[src/rtl/reorder_out_buff.sv]
// reorder_out_buff_pkg: token types shared by the reorder buffer and its neighbours.
//   FTk_t : forward token {data, v (valid), r (release)}
//   BTk_t : backward token {n (nack)}
package reorder_out_buff_pkg;
  localparam int unsigned DATA_W = 8;

  typedef struct packed {
    logic [DATA_W-1:0] data;
    logic              v;
    logic              r;
  } FTk_t;

  typedef struct packed {
    logic n;
  } BTk_t;
endpackage

// reorder_out_buff: tag-allocated reorder buffer with NUM_WR out-of-order
// write ports and in-order retirement onto a single forward-token output.
// Ports:
//   clock, reset   : clock, synchronous active-high reset
//   I_Active       : enable for retirement
//   I_Alloc        : allocate the head slot; O_AllocTag names it
//   O_Full/O_Empty/O_Count : occupancy, from the registered count
//   I_WrV/I_WrTag/I_WrFTk  : per-port result write (port 0 highest priority)
//   O_FTk          : retired token ('0 when nothing retires)
//   I_BTk/O_BTk    : backward tokens; O_BTk.n = nack | full
//   O_Err          : sticky illegal-write flag (cleared only by reset)
module reorder_out_buff
  import reorder_out_buff_pkg::*;
#(
  parameter int unsigned DEPTH       = 8,
  parameter int unsigned NUM_WR      = 2,
  parameter int unsigned TAG_W       = $clog2(DEPTH),
  parameter int unsigned RETIME_NACK = 1
) (
  input  logic                          clock,
  input  logic                          reset,
  input  logic                          I_Active,
  input  logic                          I_Alloc,
  output logic [TAG_W-1:0]              O_AllocTag,
  output logic                          O_Full,
  output logic                          O_Empty,
  output logic [TAG_W:0]                O_Count,
  input  logic [NUM_WR-1:0]             I_WrV,
  input  logic [NUM_WR-1:0][TAG_W-1:0]  I_WrTag,
  input  FTk_t [NUM_WR-1:0]             I_WrFTk,
  output FTk_t                          O_FTk,
  input  BTk_t                          I_BTk,
  output BTk_t                          O_BTk,
  output logic                          O_Err
);

  localparam logic [TAG_W:0] DEPTH_CNT = (TAG_W+1)'(DEPTH);

  logic [TAG_W-1:0]  head, tail;
  logic [TAG_W:0]    count;
  logic [DEPTH-1:0]  alloc_q, valid_q;
  FTk_t              mem [DEPTH];
  logic              err_q, nack_q, nack;
  logic              full, do_alloc, en_out, release_tok;
  logic [NUM_WR-1:0] shadow, wr_en;
  logic              wr_err;
  FTk_t              entry;

  assign nack     = (RETIME_NACK != 0) ? nack_q : I_BTk.n;
  assign full     = (count == DEPTH_CNT);
  assign do_alloc = I_Alloc & ~full;
  assign entry    = mem[tail];

  // Reset gates retirement so nothing is emitted during the reset cycle.
  assign en_out      = ~reset & I_Active & ~nack & valid_q[tail] & alloc_q[tail];
  assign release_tok = en_out & entry.r;

  // Port arbitration: a port is shadowed when a lower-index port targets the
  // same tag; shadowed, unallocated or already-valid writes are dropped.
  always_comb begin
    shadow = '0;
    wr_en  = '0;
    wr_err = 1'b0;
    for (int unsigned k = 1; k < NUM_WR; k++) begin
      for (int unsigned j = 0; j < k; j++) begin
        if (I_WrV[j] && I_WrV[k] && (I_WrTag[j] == I_WrTag[k]))
          shadow[k] = 1'b1;
      end
    end
    for (int unsigned k = 0; k < NUM_WR; k++) begin
      if (I_WrV[k]) begin
        if (shadow[k] || !alloc_q[I_WrTag[k]] || valid_q[I_WrTag[k]])
          wr_err = 1'b1;
        else
          wr_en[k] = 1'b1;
      end
    end
  end

  always_ff @(posedge clock) begin
    if (reset) begin
      head    <= '0;
      tail    <= '0;
      count   <= '0;
      alloc_q <= '0;
      valid_q <= '0;
      err_q   <= 1'b0;
      nack_q  <= 1'b0;
    end else begin
      nack_q <= I_BTk.n;
      if (wr_err)
        err_q <= 1'b1;
      if (release_tok) begin
        // Release flushes everything, including a same-cycle allocation.
        head    <= '0;
        tail    <= '0;
        count   <= '0;
        alloc_q <= '0;
        valid_q <= '0;
      end else begin
        if (do_alloc) begin
          alloc_q[head] <= 1'b1;
          valid_q[head] <= 1'b0;
          head          <= head + 1'b1;
        end
        for (int unsigned k = 0; k < NUM_WR; k++) begin
          if (wr_en[k])
            valid_q[I_WrTag[k]] <= 1'b1;
        end
        if (en_out) begin
          alloc_q[tail] <= 1'b0;
          valid_q[tail] <= 1'b0;
          tail          <= tail + 1'b1;
        end
        case ({do_alloc, en_out})
          2'b10:   count <= count + 1'b1;
          2'b01:   count <= count - 1'b1;
          default: count <= count;
        endcase
      end
    end
  end

  // Payload storage needs no reset: Valid[] guards every read.
  always_ff @(posedge clock) begin
    for (int unsigned k = 0; k < NUM_WR; k++) begin
      if (wr_en[k])
        mem[I_WrTag[k]] <= I_WrFTk[k];
    end
  end

  always_comb begin
    O_FTk   = en_out ? entry : '0;
    O_BTk   = '0;
    O_BTk.n = nack | full;
  end

  assign O_AllocTag = head;
  assign O_Full     = full;
  assign O_Empty    = (count == '0);
  assign O_Count    = count;
  assign O_Err      = err_q;

endmodule

[config.mk]
export PLATFORM = sky130hd
export DESIGN_NAME = reorder_out_buff
export DESIGN_NICKNAME = d
export VERILOG_FILES = /design/src/rtl/reorder_out_buff.sv
export SDC_FILE = /design/constraint.sdc
export NUM_CORES = 1
export LEC_CHECK = 0
export CAP_MARGIN = 20
export CORE_UTILIZATION = 35
export DETAILED_ROUTE_END_ITERATION = 10
export GPL_TIMING_DRIVEN = 0
export SLEW_MARGIN = 40
export SYNTH_ARGS = -nofsm -noshare
export SYNTH_HDL_FRONTEND = slang
export SYNTH_SLANG_ARGS = --single-unit
[constraint.sdc]
create_clock -name clock -period 5.02 [get_ports clock]
set_input_delay 1.506 -clock clock [delete_from_list [all_inputs] [get_ports clock]]
set_output_delay 1.506 -clock clock [all_outputs]
set_load 0.05 [all_outputs]
# Yosys cells after proc, flatten, opt, wreduce, memory -nomap -nowiden
# Memory sizes are Yosys's and may differ from the RTL's. A register that Yosys moved wholly into a read port is not among the register bits.
# Cells that the tools add are included.
[totals] reg_bits=28 ramBits=80 input_bits=33 output_inout_bits=21 word_cells=107 mem_count=1
[classes] add_sub_neg=4 n_lt_le_gt_ge=8 n_eq_ne=4 mux=51 bitwise=18 n_reduce_logical=14
[memory_table] memory="mem" depth=8 word_bits=10 read_ports=1 rd_clocked_by_memory_dff=1 write_ports=2 line="59" source="FTk_t mem [DEPTH];"
[ops] cell="$mux 8" n=14
[ops] cell="$and 8x8->8" n=3
[ops] cell="$or 8x8->8" n=3
[ops] cell="$mux 1" n=23
[ops] cell="$bmux 1 s3" n=6
[ops] cell="$lt 3x4->1 const B" n=4
[ops] cell="$not 8->8" n=2
[ops] cell="$demux 1 s3" n=4
[ops] cell="$ge 3x1->1 const B" n=4
[ops] cell="$mux 10" n=1
[ops] cell="$pmux 4 s2" n=1
[ops] cell="$add 3x1->3 const B" n=2
[ops] cell="$and 1x1->1" n=6
[ops] cell="$logic_and 1x1->1" n=6
[ops] cell="$mux 3" n=2
[ops] cell="$add 4x1->4 const B" n=1
[ops] cell="$eq 4x4->1 const B" n=1
[ops] cell="$logic_not 4->1" n=1
[ops] cell="$sub 4x1->4 const B" n=1
[ops] cell="$eq 3x3->1" n=1
[ops] cell="$logic_or 1x1->1" n=3
[ops] cell="$not 1->1" n=3
[ops] cell="$eq 2x1->1 const B" n=1
[ops] cell="$eq 2x2->1 const B" n=1
[ops] cell="other kinds (4)" n=5

# Depth between registers and ports, before layout
# Gate-level depths: netlist of run 1.
[logic_depth] word_depth=19 mapped_depth=14 mapped_depth_nobuf=12

# Least setup slack after synthesis of run 1
# No wires, ideal clock.
[synth_timing] path_kind="input -> output" from="in reset" to="out O_FTk[0] (netlist bit)" t_arrival_ps=3033 required_time_ps=3514 slack_ps=481 path_stages=4 n_path_buf=1 path_cell_list="a2111oi_0 nand4_1 clkbuf_1 nor2_1"
[synth_rtl] item="start, declared" line="38" source="input logic reset,"
[synth_rtl] item="end, declared" line="48" source="output FTk_t O_FTk,"

==> impl_summary.md, run 1 <==
Synthesis
The mean cell area of the mapped netlist is approximately 14 um^2. Among all flip-flop cells after synthesis, the most frequent one is edfxtp_1. The net count after synthesis is between 400 and 500. In this run, synthesis inferred 80 flip-flops with an integrated enable.

During synthesis, Yosys emitted a total of 0 warnings. The synthesized instance count is 446. By area the synthesized netlist is led by edfxtp_1, mux2_2, dfxtp_1, mux4_2, mux2_4. For this run, asynchronously set or reset flops after synthesis account for 0. The share of the synthesized area in the top cell type is 0.395. The synthesized area is between 6000 and 7000 um^2. The cell taking the most area after synthesis is edfxtp_1.

The netlist uses 51 different library cells. The synthesis-stage register bit count is 111. The sequential cell area fraction in the yosys report is 0.498.

Route
The number of detailed-routing iterations run before antenna repair is 5. The final route contains about 3900 vias. The detail route stage leaves a number of antenna-violating nets equal to 0. After the first detailed-routing iteration, the DRC count stood at ~210.

In this run the top signal layer used is met4. The post-route met1 wirelength is ~6600 um. Dividing the detail-routed wire length by the instance count gives just under 20 um. Summed over all layers, the routed wires come to around 15000 um. The detailed route wirelength on metal2 is about 7100 um. The number of vias per cell is 5.32. In the detailed route, the total length drawn on met3 is ~670 um. For this run, design rule violations remaining after detail routing come to 0.

CTS
Clock-pin slew was measured on the worst setup and hold paths at ~0.070 ns. The tree built by TritonCTS fans out to 111 sinks. TritonCTS built the clock tree. The number of buffers created by CTS is 9. The number of buffers added to fix hold violations after cts is 0.

CTS built an H-tree with a depth of 3. In this run the clock root is driven by a clkbuf_16. No sink is reached through more buffers than the 2 on the longest clock path. The later pin in the worst-skew pair is clocked with a latency of roughly 0.36 ns.

Worst setup path
The critical path contains buffers and inverters numbering 3 combined. The most critical setup path has its startpoint at reset. On the worst path, the slowest cell contributes a delay of 0.53 ns. The slowest cell on the critical path is clkdlybuf4s50_1. The arrival time of the worst setup path is about 3.3 ns. At the worst endpoint, the required time is approximately 3.5 ns.

The worst setup path is launched from a primary input. The category of the most critical setup path is in -> out. The capturing element type of the critical path is an output pin.

The worst-path maximum fanout is 10. In this design, the largest share of critical-path delay is due to buffers and inverters. The reg-to-reg critical path startpoint is tail[1]. Walking the worst path, the cells encountered are clkdlybuf4s50_1 -> a2111oi_2 -> nand4_1 -> clkbuf_4 -> nor2_1 -> buf_2.

Global routing
Global routing finished with a remaining overflow of 0. Entering global routing, the biggest net connects 21 pins. The initial antenna violation count was 0.

Across every metal layer, demand over resource in global routing totals 0.172. The number of global-route vias before repair is approximately 4000. The first global-routing pass estimated ~23000 um of wire.

STA
The share of the cycle needed by the critical path after routing is 0.959. At the pin with the least slew margin, the transition time is 0.774 ns. Headroom to the max-slew limit came out at 0.484. The worst path in the final design needs a cycle of 4.81 ns, including I/O delays and setup. Across the routed clock network, the largest skew measured is between 0.01 and 0.015 ns. The achievable clock frequency is 208 MHz. The total setup violations reported at the end of the flow is 0.

The setup slack of the critical path after layout is approximately 0.21 ns. Setup repair after global routing left no endpoint under its margin. The max-slew violation count is 0. The hold violation count in the final report is 0.

Final layout
Fill cells in the final layout number between 1500 and 2000. The post-layout instance count excluding filler cells is 735. The post-synthesis to final-layout area growth is 17.2%. The register area is between 3000 and 4000 um^2. At the end of the flow, the number of nets in the layout was roughly 550. Leaving out fill and tap cells, the most frequent cell in the layout is edfxtp_1.

The library cells used most frequently in the layout, excluding fill and tap cells, are edfxtp_1, mux2_2, clkdlybuf4s50_1. Summing all multi-input logic gate instances after layout gives about 2900 um^2. The number of antenna repair diodes is 0. In the final layout, the share of cells above drive strength 1 is 0.330. The final cell area excluding filler cells is 7120 um^2.

Power
The post-layout total power is around 1.9 mW. In this run the static leakage power is between 2 and 3 nW. The worst voltage drop across the vdd grid is about 0.00016 V. For this design the ratio of total power to cell area is 263 nW/um^2.

Placement
The wire-length estimate of the detail-placed layout is 9830 um. The instance area after placement is between 6000 and 7000 um^2. The last weighted congestion value of the routability-driven placer is 0.828. Input and output buffers added on the ports amount to slightly below 50. The worst setup slack after placement is -0.834 ns. The number of placed instances with taps included is around 720.

Die
The count of standard-cell rows is 47. The core region is approximately 17000 um^2. The initial cell density of the core is 0.363.

The die is approximately 130 um wide. The die covers about 18000 um^2. The die outline height is 134 um. The count of boundary I/O pins is 54.

Worst hold path
The type of the most critical hold path is reg -> reg. The hold path startpoint is O_Err.

Job
The max-capacitance violation count is 0.

Run status
The flow ran to the end, and the final reports show no timing, DRC or antenna violations.
[synthesized netlist by cell type, drive strengths merged, types with 5 or more instances]
| cell type | number |
|---|---|
| mux2 | 81 |
| edfxtp | 80 |
| dfxtp | 31 |
| mux4 | 26 |
| nand2 | 25 |
| nor2 | 23 |
| buf | 21 |
| nor2b | 20 |
| mux2i | 16 |
| a21oi | 15 |
| o21a | 11 |
| nand3 | 9 |
| clkbuf | 8 |
| inv | 8 |
| nand2b | 8 |
| o21ai | 7 |
| xor2 | 7 |
| ha | 5 |
[tightest hold or removal path: stages, from the launching register on]
cell,delay (ns)
dfxtp_1,0.31
inv_1,0.05
a31oi_1,0.06
[repair_timing]
item	CTS	global route
pin swaps	1	0
setup buffers	1	0
resized for setup	33	21
endpoints found under the setup margin	10	10
[cell type report]
cell class                      instances  share of cell area
Clock buffer                            9              0.0316
Tap cell                              220              0.0387
Clock inverter                          7             0.00896
Inverter                                8             0.00422
Timing Repair Buffer                   53              0.0650
Buffer                                 29              0.0244
Sequential cell                       111               0.424
Multi-Input combinational cell        298               0.403
[flip-flops by register name, indices dropped and copies added, names as in the netlist, named ones only]
signal,flops
O_AllocTag,3
O_Count,4
O_Err,1
alloc_q,8
mem,80
nack,1
tail,3
valid_q,8
[power breakdown]
group	switching [mW]	leakage (nW)	internal [mW]
clock	0.359	0.140	0.347
combinational	0.0847	1.50	0.0826
sequential	0.00799	0.971	0.989
total	0.451	2.62	1.42
[metal layers]
metal,track usage,up-vias
met4,0.0511,0
met1,0.223,1966
met3,0.0411,18
met5,0,-
li1,-,1833
met2,0.284,94
[worst paths after layout]
path / cells past startpoint / endpoint / slack (ns)
min reg2reg: 2 / O_Err / 0.47
max reg2reg: 14 / O_Count[2] / 1.93
min: 2 / O_Err / 0.47
max: 6 / O_FTk[0] / 0.21
[kinds of logic (layout without fill, tap and decap cells)]
family,after synthesis,in the layout,synth area share
multiplexers,123,123,0.288
AO/OA/AOI/OAI,51,51,0.0548
buffers and inverters,37,106,0.0327
AND/OR/NAND/NOR,110,110,0.104
XOR/XNOR,9,9,0.0130
adder cells (fa/ha/maj),5,5,0.0103
flip-flops,111,111,0.498
[metrics by stage]
step | util | hold slack (ns) | TNS [ns]
after floorplan | - | 0.444 | 0
after global placement | 0.408 | 0.461 | -11.56
after detailed placement | 0.410 | 0.469 | -8.13
after CTS | 0.428 | 0.481 | 0
after global routing | 0.425 | 0.506 | 0
final | 0.425 | 0.471 | 0
No activity file was read; power rests on OpenSTA's default activity.
==> run 2: changes to the inputs <==
Settings changed: GPL_TIMING_DRIVEN 0 to unset.
Clock period 5.02 ns to 4 ns, I/O delays scaled along.
==> run 2 against run 1 <==
Total power up 30%. Sequential share of layout area shrank 1.4 points. Register-to-register slack got worse by 1.0 ns. Via count is 1.3% lower. Utilization grew 1.4 points. Clock skew decreased by 0.0037 ns. Critical path type unchanged.
==> impl_summary.md, run 2 (synthesis results as in run 1) <==
Die
The count of boundary I/O pins came to 54 (unchanged). The core region area is 16800 um^2 (unchanged). The initial cell density of the core came to 0.363 (unchanged). The area of the die came to 17900 um^2 (unchanged). The count of standard-cell rows is 47 (unchanged). The die outline height is 134 um (unchanged). The die boundary width is 134 um (unchanged).

Route
The post-route antenna net violation count came to 0 (unchanged). The total via count in the routed design is 3860 (-1.3%). The routed wirelength normalized by instance count is 20.1 um (+1.0%). The post-detailed-route DRC marker count came to 0 (unchanged). The number of detailed-routing iterations run before antenna repair is 4 (-1).

The first-iteration detailed-routing DRC count is 211 (+2.4%). The number of vias per cell was 5.28 (-0.76%). The total wire length is 14700 um (+0.48%).

Placement
The last weighted congestion value of the routability-driven placer is 0.806 (-2.6%). The number of placed instances with taps included was 715 (-0.42%). The detailed placement HPWL is 9830 um (about the same). The worst setup slack after placement is -0.0374 ns (+0.796 ns).

The quantity of I/O buffers inserted on ports is 53 (+8.2%).

CTS
The number of buffers on the longest clock path came to 2 (unchanged). The clock-pin slew on the worst setup and hold paths is 0.07 ns (about the same). TritonCTS built the clock tree. The count of clock tree sinks is 111 (unchanged). The clock latency on the worst-skew pair is 0.35 ns (about the same). The number of buffers created by CTS is 9 (unchanged). The total number of H-tree levels was 3 (unchanged). The tree is rooted in a clkbuf_16.

STA
The remaining max-slew budget at the tightest pin is 0.536 (+0.0521). The setup total negative slack is 0 ns (unchanged). The total setup violations reported at the end of the flow was 0 (unchanged). Setup repair after global routing could not meet its margin everywhere. The max-slew violation count is 0 (unchanged). The setup slack of the critical path after layout is 0.0321 ns (-0.175 ns). The final critical path time including I/O delays and setup is around 4.0 ns. The slew at the pin with the worst max-slew slack is 0.694 ns (-0.0791 ns).

The maximum clock skew at final layout was 0.00708 ns (-0.00374 ns). The hold violation count in the final report is 0 (unchanged). Dividing the final minimum period by the clock period gives 0.992. The achievable clock frequency is about 250 MHz.

Final layout
The fill cell instance count of the final layout is 1518 (-2.0%). The flip-flop count of the largest register after layout is 80 (unchanged). The share of final-layout standard cells stronger than drive strength 1 is 0.325 (-0.00524).

The post-synthesis to final-layout area growth is 21.2%. The register area was 3020 um^2 (unchanged). The post-layout instance count excluding filler cells was 731 (-0.54%).

Leaving out fill and tap cells, the most frequent cell in the layout is edfxtp_1. The top cell types in the final layout, fill and taps aside, are edfxtp_1, mux2_2, clkdlybuf4s50_1. The area of the multi-input gates is 2870 um^2 (about the same). The total number of nets in the final design is 544 (-0.73%). The share of the core filled with cells is 0.439 (+0.0144). The number of antenna repair diodes was 0 (unchanged).

Power
The post-layout total power is 2.43 mW (+30%). The static leakage is 2.66 nW (+1.7%). The power density over the cells is 330 nW/um^2 (+26%).

The worst voltage drop across the vdd grid is 0.000198 V (+21%).

Global routing
The initial antenna violation count is 0 (unchanged). The remaining global-route overflow was 0 (unchanged). The number of global-route vias before repair is 4073 (+1.0%).

The global-route wire length before repair is 23100 um (+0.78%). The pin count of the biggest net entering global routing is 18 (-14%). The global-route usage over all layers is 0.173 (+0.000790).

Worst setup path
The capturing element type of the critical path is an output pin. The arrival time of the worst setup path is 2.77 ns (-0.54 ns). The worst-path maximum fanout is 13 (+3). Walking the worst path, the cells encountered are clkdlybuf4s50_1 -> inv_1 -> a2111oi_1 -> nand4_1 -> buf_4 -> nor2_1 -> buf_12. The worst setup path is of the in -> out kind. The largest stage delay on the critical path is 0.45 ns (-0.08 ns). The required time at the endpoint of the critical path is 2.80 ns (-0.71 ns). The worst setup path is launched from a primary input. The slowest cell on the critical path is clkdlybuf4s50_1.

Worst hold path
The worst hold path belongs to the class reg -> reg.

Job
The max-capacitance violation count is 0 (unchanged).

Run status
The run finished with clean final reports.
[run 2: stage by stage]
step	hold slack (ns)	area (um^2)
floorplan	0.444	6080
global placement	0.466	7050
detailed placement	0.468	7050
CTS	0.483	7360
global route	0.514	7360
finish	0.472	7360
[run 2: per-layer routing]
layer  GRT usage  part of all wire  vias up
met5           0                 0        -
met4      0.0486             0.016        0
met3      0.0415             0.056       20
met2       0.301              0.50      106
met1       0.211              0.43     1917
li1            -                 -     1817
[run 2: final timing paths]
kind | startpoint | end | slack (ns) | cells after the start
worst max-delay path | I_Active | O_FTk[9] | 0.03 | 7
worst min-delay path | O_Err | O_Err | 0.47 | 2
worst max register to register | tail[2] | O_Count[2] | 0.91 | 13
worst min register to register | O_Err | O_Err | 0.47 | 2
[run 2: layout make-up]
cell class / instances / share of cell area
Multi-Input combinational cell: 298 / 0.389
Clock inverter: 5 / 0.0110
Sequential cell: 111 / 0.411
Clock buffer: 11 / 0.0316
Timing Repair Buffer: 78 / 0.116
Inverter: 8 / 0.00408
Tap cell: 220 / 0.0374
[run 2: critical path, delay by kind of cell]
kind / cells / cell delay, ns
AO/OA/AOI/OAI: 1 / 0.32
AND/OR/NAND/NOR: 2 / 0.35
buffers and inverters: 4 / 0.88
[run 2: report_power, final]
part	total, mW	switching [mW]	internal, mW
logic	0.213	0.104	0.109
registers	1.25	0.0122	1.24
clock network	0.961	0.410	0.551
total	2.43	0.527	1.90
[run 2: repair_timing]
action,CTS,global route
resized for setup,1,1
hold buffers,0,0
endpoints found under the setup margin,10,10
buffers inserted,0,0
